**src/rtl/mem_port_arbiter.sv**
```systemverilog
// rtl/mem_port_arbiter.sv - three-requester memory port arbiter with read timeout (option: MEM_ARB_PIXEL_PRIO_EN)
module mem_port_arbiter #(
  parameter int              AW       = 32,
  parameter int              DW       = 32,
  parameter int              TIMEOUT  = 255,
  parameter logic [DW-1:0]   ERR_DATA = 32'hDEADBEEF
) (
  input  logic                clk,
  input  logic                rst,
  input  logic [2:0]          req,
  input  logic [3*AW-1:0]     req_addr,
  input  logic [3*DW/8-1:0]   req_we,
  input  logic [3*DW-1:0]     req_wdata,
  output logic [2:0]          gnt,
  output logic [2:0]          rvalid,
  output logic [DW-1:0]       rdata,
  output logic                rd_err,
  output logic                cpu_stall,
  output logic                mem_valid,
  input  logic                mem_ready,
  output logic [AW-1:0]       mem_addr,
  output logic [DW/8-1:0]     mem_we,
  output logic [DW-1:0]       mem_wdata,
  input  logic                mem_rvalid,
  input  logic [DW-1:0]       mem_rdata
);

  localparam int BW = DW / 8;

  typedef enum logic [1:0] {S_IDLE, S_ISSUE, S_WAIT_RD} state_t;

  state_t          r_state;
  state_t          w_state_nxt;

  logic [1:0]      r_last;
  logic [1:0]      r_sel;
  logic [AW-1:0]   r_addr;
  logic [BW-1:0]   r_we;
  logic [DW-1:0]   r_wdata;
  logic [DW-1:0]   r_rdata;
  logic [2:0]      r_rvalid;
  logic            r_rd_err;
  logic [7:0]      r_cnt;

  logic            w_win_valid;
  logic [1:0]      w_win_idx;
  logic            w_upd_last;
  logic            w_take;
  logic [2:0]      w_gnt;
  logic            w_rd_done;
  logic            w_timeout;
  logic            w_busy;
  logic [2:0]      w_sel_oh;
  logic            w_is_write;

`ifndef MEM_ARB_PIXEL_PRIO_EN
  logic [1:0]      w_c0;
  logic [1:0]      w_c1;
  logic [1:0]      w_c2;
`endif

  assign w_sel_oh   = 3'b001 << r_sel;
  assign w_is_write = |r_we;

  // Pick the next winner among asserted requests
  always_comb begin
    w_win_valid = 1'b0;
    w_win_idx   = 2'd0;
    w_upd_last  = 1'b0;
`ifdef MEM_ARB_PIXEL_PRIO_EN
    // Pixel feeder preempts; 0 and 1 alternate and pixel wins leave last alone
    if (req[2]) begin
      w_win_valid = 1'b1;
      w_win_idx   = 2'd2;
    end else if (r_last == 2'd0) begin
      if (req[1]) begin
        w_win_valid = 1'b1;
        w_win_idx   = 2'd1;
        w_upd_last  = 1'b1;
      end else if (req[0]) begin
        w_win_valid = 1'b1;
        w_win_idx   = 2'd0;
        w_upd_last  = 1'b1;
      end
    end else begin
      if (req[0]) begin
        w_win_valid = 1'b1;
        w_win_idx   = 2'd0;
        w_upd_last  = 1'b1;
      end else if (req[1]) begin
        w_win_valid = 1'b1;
        w_win_idx   = 2'd1;
        w_upd_last  = 1'b1;
      end
    end
`else
    // Search order last+1, last+2, last+3 (mod 3)
    case (r_last)
      2'd0:    begin w_c0 = 2'd1; w_c1 = 2'd2; w_c2 = 2'd0; end
      2'd1:    begin w_c0 = 2'd2; w_c1 = 2'd0; w_c2 = 2'd1; end
      default: begin w_c0 = 2'd0; w_c1 = 2'd1; w_c2 = 2'd2; end
    endcase
    if (req[w_c0]) begin
      w_win_valid = 1'b1;
      w_win_idx   = w_c0;
    end else if (req[w_c1]) begin
      w_win_valid = 1'b1;
      w_win_idx   = w_c1;
    end else if (req[w_c2]) begin
      w_win_valid = 1'b1;
      w_win_idx   = w_c2;
    end
    w_upd_last = w_win_valid;
`endif
  end

  // FSM state register
  always_ff @(posedge clk) begin
    if (!rst) begin
      r_state <= S_IDLE;
    end else begin
      r_state <= w_state_nxt;
    end
  end

  // FSM next state, grant pulse and per-state strobes
  always_comb begin
    w_state_nxt = r_state;
    w_take      = 1'b0;
    w_gnt       = 3'b000;
    w_rd_done   = 1'b0;
    w_timeout   = 1'b0;
    w_busy      = 1'b0;
    case (r_state)
      S_IDLE: begin
        if (w_win_valid) begin
          w_take      = 1'b1;
          w_state_nxt = S_ISSUE;
        end
      end
      S_ISSUE: begin
        // A write is finished the moment memory accepts it
        w_busy = (r_sel != 2'd2) && !(w_is_write && mem_ready);
        if (mem_ready) begin
          w_gnt       = w_sel_oh;
          w_state_nxt = w_is_write ? S_IDLE : S_WAIT_RD;
        end
      end
      S_WAIT_RD: begin
        w_busy = (r_sel != 2'd2);
        // A response arriving in the timeout cycle still carries real data
        if (mem_rvalid) begin
          w_rd_done   = 1'b1;
          w_state_nxt = S_IDLE;
        end else if (r_cnt == 8'(TIMEOUT)) begin
          w_timeout   = 1'b1;
          w_state_nxt = S_IDLE;
        end
      end
      default: begin
        w_state_nxt = S_IDLE;
      end
    endcase
  end

  // Latch the winner's payload, track the timeout and register read results
  always_ff @(posedge clk) begin
    if (!rst) begin
      r_last   <= 2'd2;
      r_sel    <= 2'd0;
      r_addr   <= '0;
      r_we     <= '0;
      r_wdata  <= '0;
      r_rdata  <= '0;
      r_rvalid <= 3'b000;
      r_rd_err <= 1'b0;
      r_cnt    <= 8'd0;
    end else begin
      r_rvalid <= 3'b000;
      r_rd_err <= 1'b0;
      if (w_take) begin
        r_sel   <= w_win_idx;
        r_addr  <= req_addr[w_win_idx*AW +: AW];
        r_we    <= req_we[w_win_idx*BW +: BW];
        r_wdata <= req_wdata[w_win_idx*DW +: DW];
        if (w_upd_last) begin
          r_last <= w_win_idx;
        end
      end
      // Held at zero through ISSUE so WAIT_RD always starts from a clean count
      if (r_state == S_WAIT_RD) begin
        r_cnt <= r_cnt + 8'd1;
      end else begin
        r_cnt <= 8'd0;
      end
      if (w_rd_done) begin
        r_rdata  <= mem_rdata;
        r_rvalid <= w_sel_oh;
      end else if (w_timeout) begin
        r_rdata  <= ERR_DATA;
        r_rvalid <= w_sel_oh;
        r_rd_err <= 1'b1;
      end
    end
  end

  assign gnt       = w_gnt;
  assign rvalid    = r_rvalid;
  assign rdata     = r_rdata;
  assign rd_err    = r_rd_err;
  assign cpu_stall = req[0] | req[1] | w_busy;
  assign mem_valid = (r_state == S_ISSUE);
  assign mem_addr  = r_addr;
  assign mem_we    = r_we;
  assign mem_wdata = r_wdata;

endmodule

```
**config.mk**
```make
export PLATFORM = sky130hd
export DESIGN_NAME = mem_port_arbiter
export DESIGN_NICKNAME = d
export VERILOG_FILES = /design/src/rtl/mem_port_arbiter.sv
export SDC_FILE = /design/constraint.sdc
export NUM_CORES = 1
export LEC_CHECK = 0
export CAP_MARGIN = 20
export CORE_AREA = 2 2 135 137
export DETAILED_ROUTE_END_ITERATION = 8
export DIE_AREA = 0 0 137 139
export PLACE_DENSITY = 0.79
export SLEW_MARGIN = 20
export SYNTH_ARGS = -nofsm -noshare
export SYNTH_HDL_FRONTEND = slang
export SYNTH_SLANG_ARGS = --single-unit
```
**constraint.sdc**
```tcl
create_clock -name clk -period 2.23 [get_ports clk]
set_input_delay 0.446 -clock clk [delete_from_list [all_inputs] [get_ports clk]]
set_output_delay 0.446 -clock clk [all_outputs]
set_load 0.005 [all_outputs]
```
# == After elaboration in Yosys (flattened, before gate mapping) ==
# Index checks and enable logic that the tools add are counted.
# totals
reg_bits,118
output_inout_bits,109
# op_classes
addsub,1
n_lt_le_gt_ge,3
eq_ne,8
shift,4
n_mux,36
n_bitwise,3
reduce_logical,11
# op_table
cell,count
96-bit by 8-bit indexed part select with 32-bit output,2
32-bit two-way mux,2
2-bit two-way mux,8
1-bit two-way mux,14
3-bit two-way mux,4
2-bit case mux with 2 select lines,3
12-bit by 5-bit indexed part select with 4-bit output,1
2-bit by 3-bit < comparator with 1-bit output (second input constant),3
8-bit by 1-bit adder with 8-bit output (second input constant),1
8-bit equality test (second input constant),1
1-bit binary-select mux with 2-bit select,3
2-bit case mux with 3 select lines,1
2-bit by 1-bit equality test with 1-bit output (second input constant),2
2-bit logical NOT,2
2-bit != test (second input constant),2
2-bit AND reduction,2
4-bit OR reduction,1
3-bit != test (second input constant),1
3-bit AND reduction,1
1-bit by 2-bit << shifter with 3-bit output (first input constant),1
2-bit equality test (second input constant),1
1-bit logical AND,2
2-bit by 1-bit != test with 1-bit output (second input constant),1
1-bit OR,2
other kinds (5),5

# == Depth between registers and ports, before layout ==
# logic_depth
ltp_word,10
ltp_mapped,9
mapped_depth_nobuf,6

# == Worst setup path after synthesis ==
# No wires, ideal clock.
# synth_path
path_kind,input to register
startpoint,in req[1]
endpoint,reg r_wdata[3] (netlist: mem_wdata[3])
t_arrival_ns,1.441
slack_ns,0.651
stages,7
cell_sequence,nor3b_1 > a31oi_1 > buf_4 > buf_6 > buf_6 > mux2i_1 > o221ai_1
# synth_between
elab_chain_len,7
word_cells_on_any_way,15
cone_classes,shift (1); mux (14)
# synth_rtl
item,line,source
start: declaration,10,"input logic [2:0] req,"
branches (longest 7 deep; another with 96-bit by 8-bit indexed part select with 32-bit output),n/a,
end signal: assignment,185,r_wdata <= req_wdata[w_win_idx*DW +: DW];
end: declaration,39,logic [DW-1:0] r_wdata;
# Several ways; the timed one is not identified. The select of a mux whose other input is x is not followed.
# A chain may end at the register's enable or synchronous reset.

# == Worst setup path in the final report ==
# layout_path
startpoint,reg r_we[0] (netlist: mem_we[0])
endpoint,out cpu_stall
# layout_between
elab_chain_len,6
# layout_rtl
item,line,source
start: declaration,38,logic [BW-1:0] r_we;
start signal: assignment,184,r_we <= req_we[w_win_idx*BW +: BW];
4-bit OR reduction,63,assign w_is_write = |r_we;
1-bit logical AND,143,w_busy = (r_sel != 2'd2) && !(w_is_write && mem_ready);
1-bit logical NOT,143,
1-bit logical AND,143,
1-bit case mux with 2 select lines,134,case (r_state)
1-bit OR,211,assign cpu_stall = req[0] | req[1] | w_busy;
end: declaration,18,"output logic cpu_stall,"
# No other way between the ends.

==> reports/metrics.csv <==
stage;metric;value;unit
status;status;completed;
logic_synthesis;Synth area leaders;dfxtp_1 (45%), mux2i_1 (13%), nand2_1 (12%);
sta;final setup vio count;0;
clock_tree;clk root buf;clkbuf_16;
worst_hold_path;startpoint of the worst hold path;rst;
worst_setup_path;Setup crit start kind;flop;
power;P_leak;0.003893;µW
drt;antenna violation net count after detailed routing;0;
sta;Slew Limit Headroom;64.24;%
floorplan;Initial Utilization;29.52;%
drt;DR DRC count;0;
sta;Final min period;2.181;ns
worst_setup_path;CP top delay family;simple AND/OR/NAND/NOR gates;
floorplan;Die Area;19040;µm²
floorplan;Site Rows;49;
logic_synthesis;syn avg cell area;9.226;µm²
clock_tree;clk slew on worst S/H paths;0.06;ns
drt;Via density;4.933;
logic_synthesis;Synthesized Nets;812;
worst_setup_path;reg-to-reg startpoint;r_last[0];
clock_tree;hold-fix buffers at CTS;0;
cells_and_area;FF+latch area;2345;µm²
placed_design;Post-DP HPWL;13880;µm
grt;pin count of the biggest net entering global routing;71;
clock_tree;CTS tree;yes;
floorplan;Die Span Y;139;µm
worst_setup_path;Critical Path End Type;output port;
logic_synthesis;Synthesis Warnings;0;
floorplan;IO Pins;352;
worst_setup_path;critical path peak fanout;2;
logic_synthesis;fraction of registers with async set/reset;0;%
grt;first-pass GRT wire length;29970;µm
sta;Fin Setup TNS;0;ns
worst_setup_path;sum of buffers and inverters on the critical path;1;
logic_synthesis;Post-synth EDFFs;0;
logic_synthesis;Cell Area, Synth;5212;µm²
placed_design;placer's final routability congestion estimate;0.8563;
sta;final hold slack;0.3138;ns
floorplan;core area;17660;µm²
clock_tree;Num CTS Buffers;17;
drt;drt wl/cell;16.63;µm
logic_synthesis;Yosys cell types;37;
cells_and_area;Non-Filler Instances;1151;
drt;drt first pass iters;4;
drt;total wire length;19140;µm
drt;initial drt markers;235;
worst_setup_path;Worst EP required;1.78;ns
logic_synthesis;share of the synthesized area in the top cell type;44.94;%
cells_and_area;Post-layout nets;1156;
worst_setup_path;critical path class;flop to output port;
drt;Via Count;5678;
sta;fin crit share;97.80;%
sta;Final Max Slew Viols;0;
grt;Overall Global Routing Usage;19.88;%
cells_and_area;fraction of layout cells with a size suffix above 1;7.375;%
clock_tree;# clock sinks;117;
clock_tree;clock latency on the worst-skew pair;0.42;ns
sta;Least-Margin Pin Slew;0.5365;ns
worst_setup_path;CP cell instances;nor4_2 -> and2_1 -> o311ai_2 -> nand2_1 -> clkdlybuf4s15_1;
logic_synthesis;post-synthesis sequential area ratio;44.94;%
cells_and_area;number of antenna repair diodes;0;
logic_synthesis;Yosys top cell by area;dfxtp_1;
clock_tree;Clock Path Buffers;2;
sta;f_max;458.5;MHz
logic_synthesis;Mapped Cells;565;
worst_setup_path;CP max stage delay;0.37;ns
cells_and_area;Layout Area Growth over Synthesis;87.04;%
grt;remaining global-route overflow;0;
logic_synthesis;register bit total from synthesis;117;
clock_tree;H-Tree Level Count;4;
cells_and_area;Finished Core Util;55.22;%
power;Peak VDD IR;0.0004700;V
cells_and_area;area of the multi-input gates;2656;µm²
worst_setup_path;Crit-path slowest cell;nor4_2;
grt;initial antenna violation count;0;
placed_design;DP Cell Count;1119;
floorplan;Horiz. Die Dim;137;µm
placed_design;I/O Buffers;351;
grt;number of global-route vias before repair;5797;
worst_setup_path;start point of the critical path;mem_we[0];
job;Max-Cap Viols;0;
cells_and_area;Fillers;1563;
sta;Worst Skew;0.01191;ns
worst_hold_path;worst hold path type;primary input to flop;
sta;Hold Fails Final Rpt;0;
power;pwr/cell area;791.3;nW/µm²
logic_synthesis;Synth Flop Type;dfxtp_1;
worst_setup_path;CP Data Arrival Time;1.73;ns
==> sequential cells by signal, indices dropped and copies added (netlist names) <==
| name | cells |
|---|---|
| mem_addr | 32 |
| mem_wdata | 32 |
| rdata | 32 |
| r_cnt | 8 |
| mem_we | 4 |
| rvalid | 3 |
| r_last | 2 |
| r_state | 2 |
| r_sel | 1 |
| rd_err | 1 |
==> Yosys cell counts (all sizes together) (3+ instances only) <==
library cell and number:
a21oi 7, and2 3, buf 22, clkbuf 27, dfxtp 117, ha 4, inv 5, mux2i 68
nand2 162, nand3 4, nor2 13, nor3 3, o21ai 4, o221a 24, o221ai 68, o22ai 8
xor2 3
==> stage by stage <==
stage,area (µm²),power [µW],worst slack (ns)
6_report,9749,7714,0.04906
5_1_grt,9749,8056,-0.0008586
4_1_cts,9732,7794,0.03819
3_5_place_dp,9069,4782,-0.08385
3_3_place_gp,9069,4756,-0.04761
2_1_floorplan,5213,3420,0.6511
==> power by group <==
part | switching [µW] | internal, µW
Sequential | 176 | 2400
Clock | 1050 | 1910
Combinational | 863 | 1320
Total | 2090 | 5630
==> worst paths after layout <==
check / end / slack (ns) / cells past startpoint
setup / recovery: cpu_stall / 0.05 / 5
hold reg to reg: r_cnt[0] / 0.45 / 1
setup reg to reg: mem_addr[19] / 0.46 / 6
hold / removal: r_last[0] / 0.31 / 2
==> worst register-to-register path, delay by kind of cell, from the launching register on <==
family,cells,cell delay (ns)
buf+inv,2,0.49
flops,1,0.44
compound gates,2,0.38
mux,1,0.21
simple gates,1,0.11
==> what timing repair did <==
item	CTS	global route
endpoints found under the hold margin	0	0
setup buffers	0	0
pin swaps	2	1
gates resized for setup	10	5
setup endpoints to repair	4	4
==> area by class of cell <==
type | count | share of cell area, %
timing repair buffer | 374 | 39.01
multi-input combinational | 394 | 27.25
sequential | 117 | 24.05
clock buffer | 18 | 4.505
tap | 229 | 2.939
clock inverter | 14 | 2.053
inverter | 5 | 0.1925
==> cells by family after synthesis <==
group | count (synthesis) | synth area share, %
XOR/XNOR | 4 | 0.6722
buffers and inverters | 54 | 5.041
AND/OR/NAND/NOR | 197 | 15.10
AO/OA/AOI/OAI | 121 | 20.24
multiplexers | 68 | 13.06
adder cells (fa/ha/maj) | 4 | 0.9602
flip-flops | 117 | 44.94
==> placed cells by master (no fill, tap or decap), types with 2 or more instances in the layout <==
master,netlist,routed
a211oi_1,2,2
a21oi_1,7,7
and2_1,3,2
and3_1,2,2
buf_12,0,9
buf_4,8,15
bufinv_16,0,4
clkbuf_16,0,17
clkdlybuf4s50_1,0,346
clkinv_4,0,2
clkinvlp_4,0,6
dfxtp_1,117,115
dfxtp_2,0,2
dlymetal6s2s_1,0,3
ha_1,4,2
inv_1,5,4
inv_6,0,2
mux2i_1,68,68
nand2_1,162,162
nand2b_1,2,2
nand3_1,4,4
nor2_1,13,12
nor2b_1,2,2
nor3_1,3,3
o21ai_0,2,2
o21ai_1,2,2
o221a_1,24,24
o221ai_1,68,68
o22ai_1,8,8
or3_1,2,2
xor2_1,3,3
==> routing by layer <==
layer	GRT usage, %	vias to the layer above	wire (µm)
met5	0	-	0
met4	6.837	0	363
met1	22.45	2647	7722
li1	-	2762	-
met3	6.725	28	1621
met2	34.56	241	9437
Power figures use the tool's default switching activity.
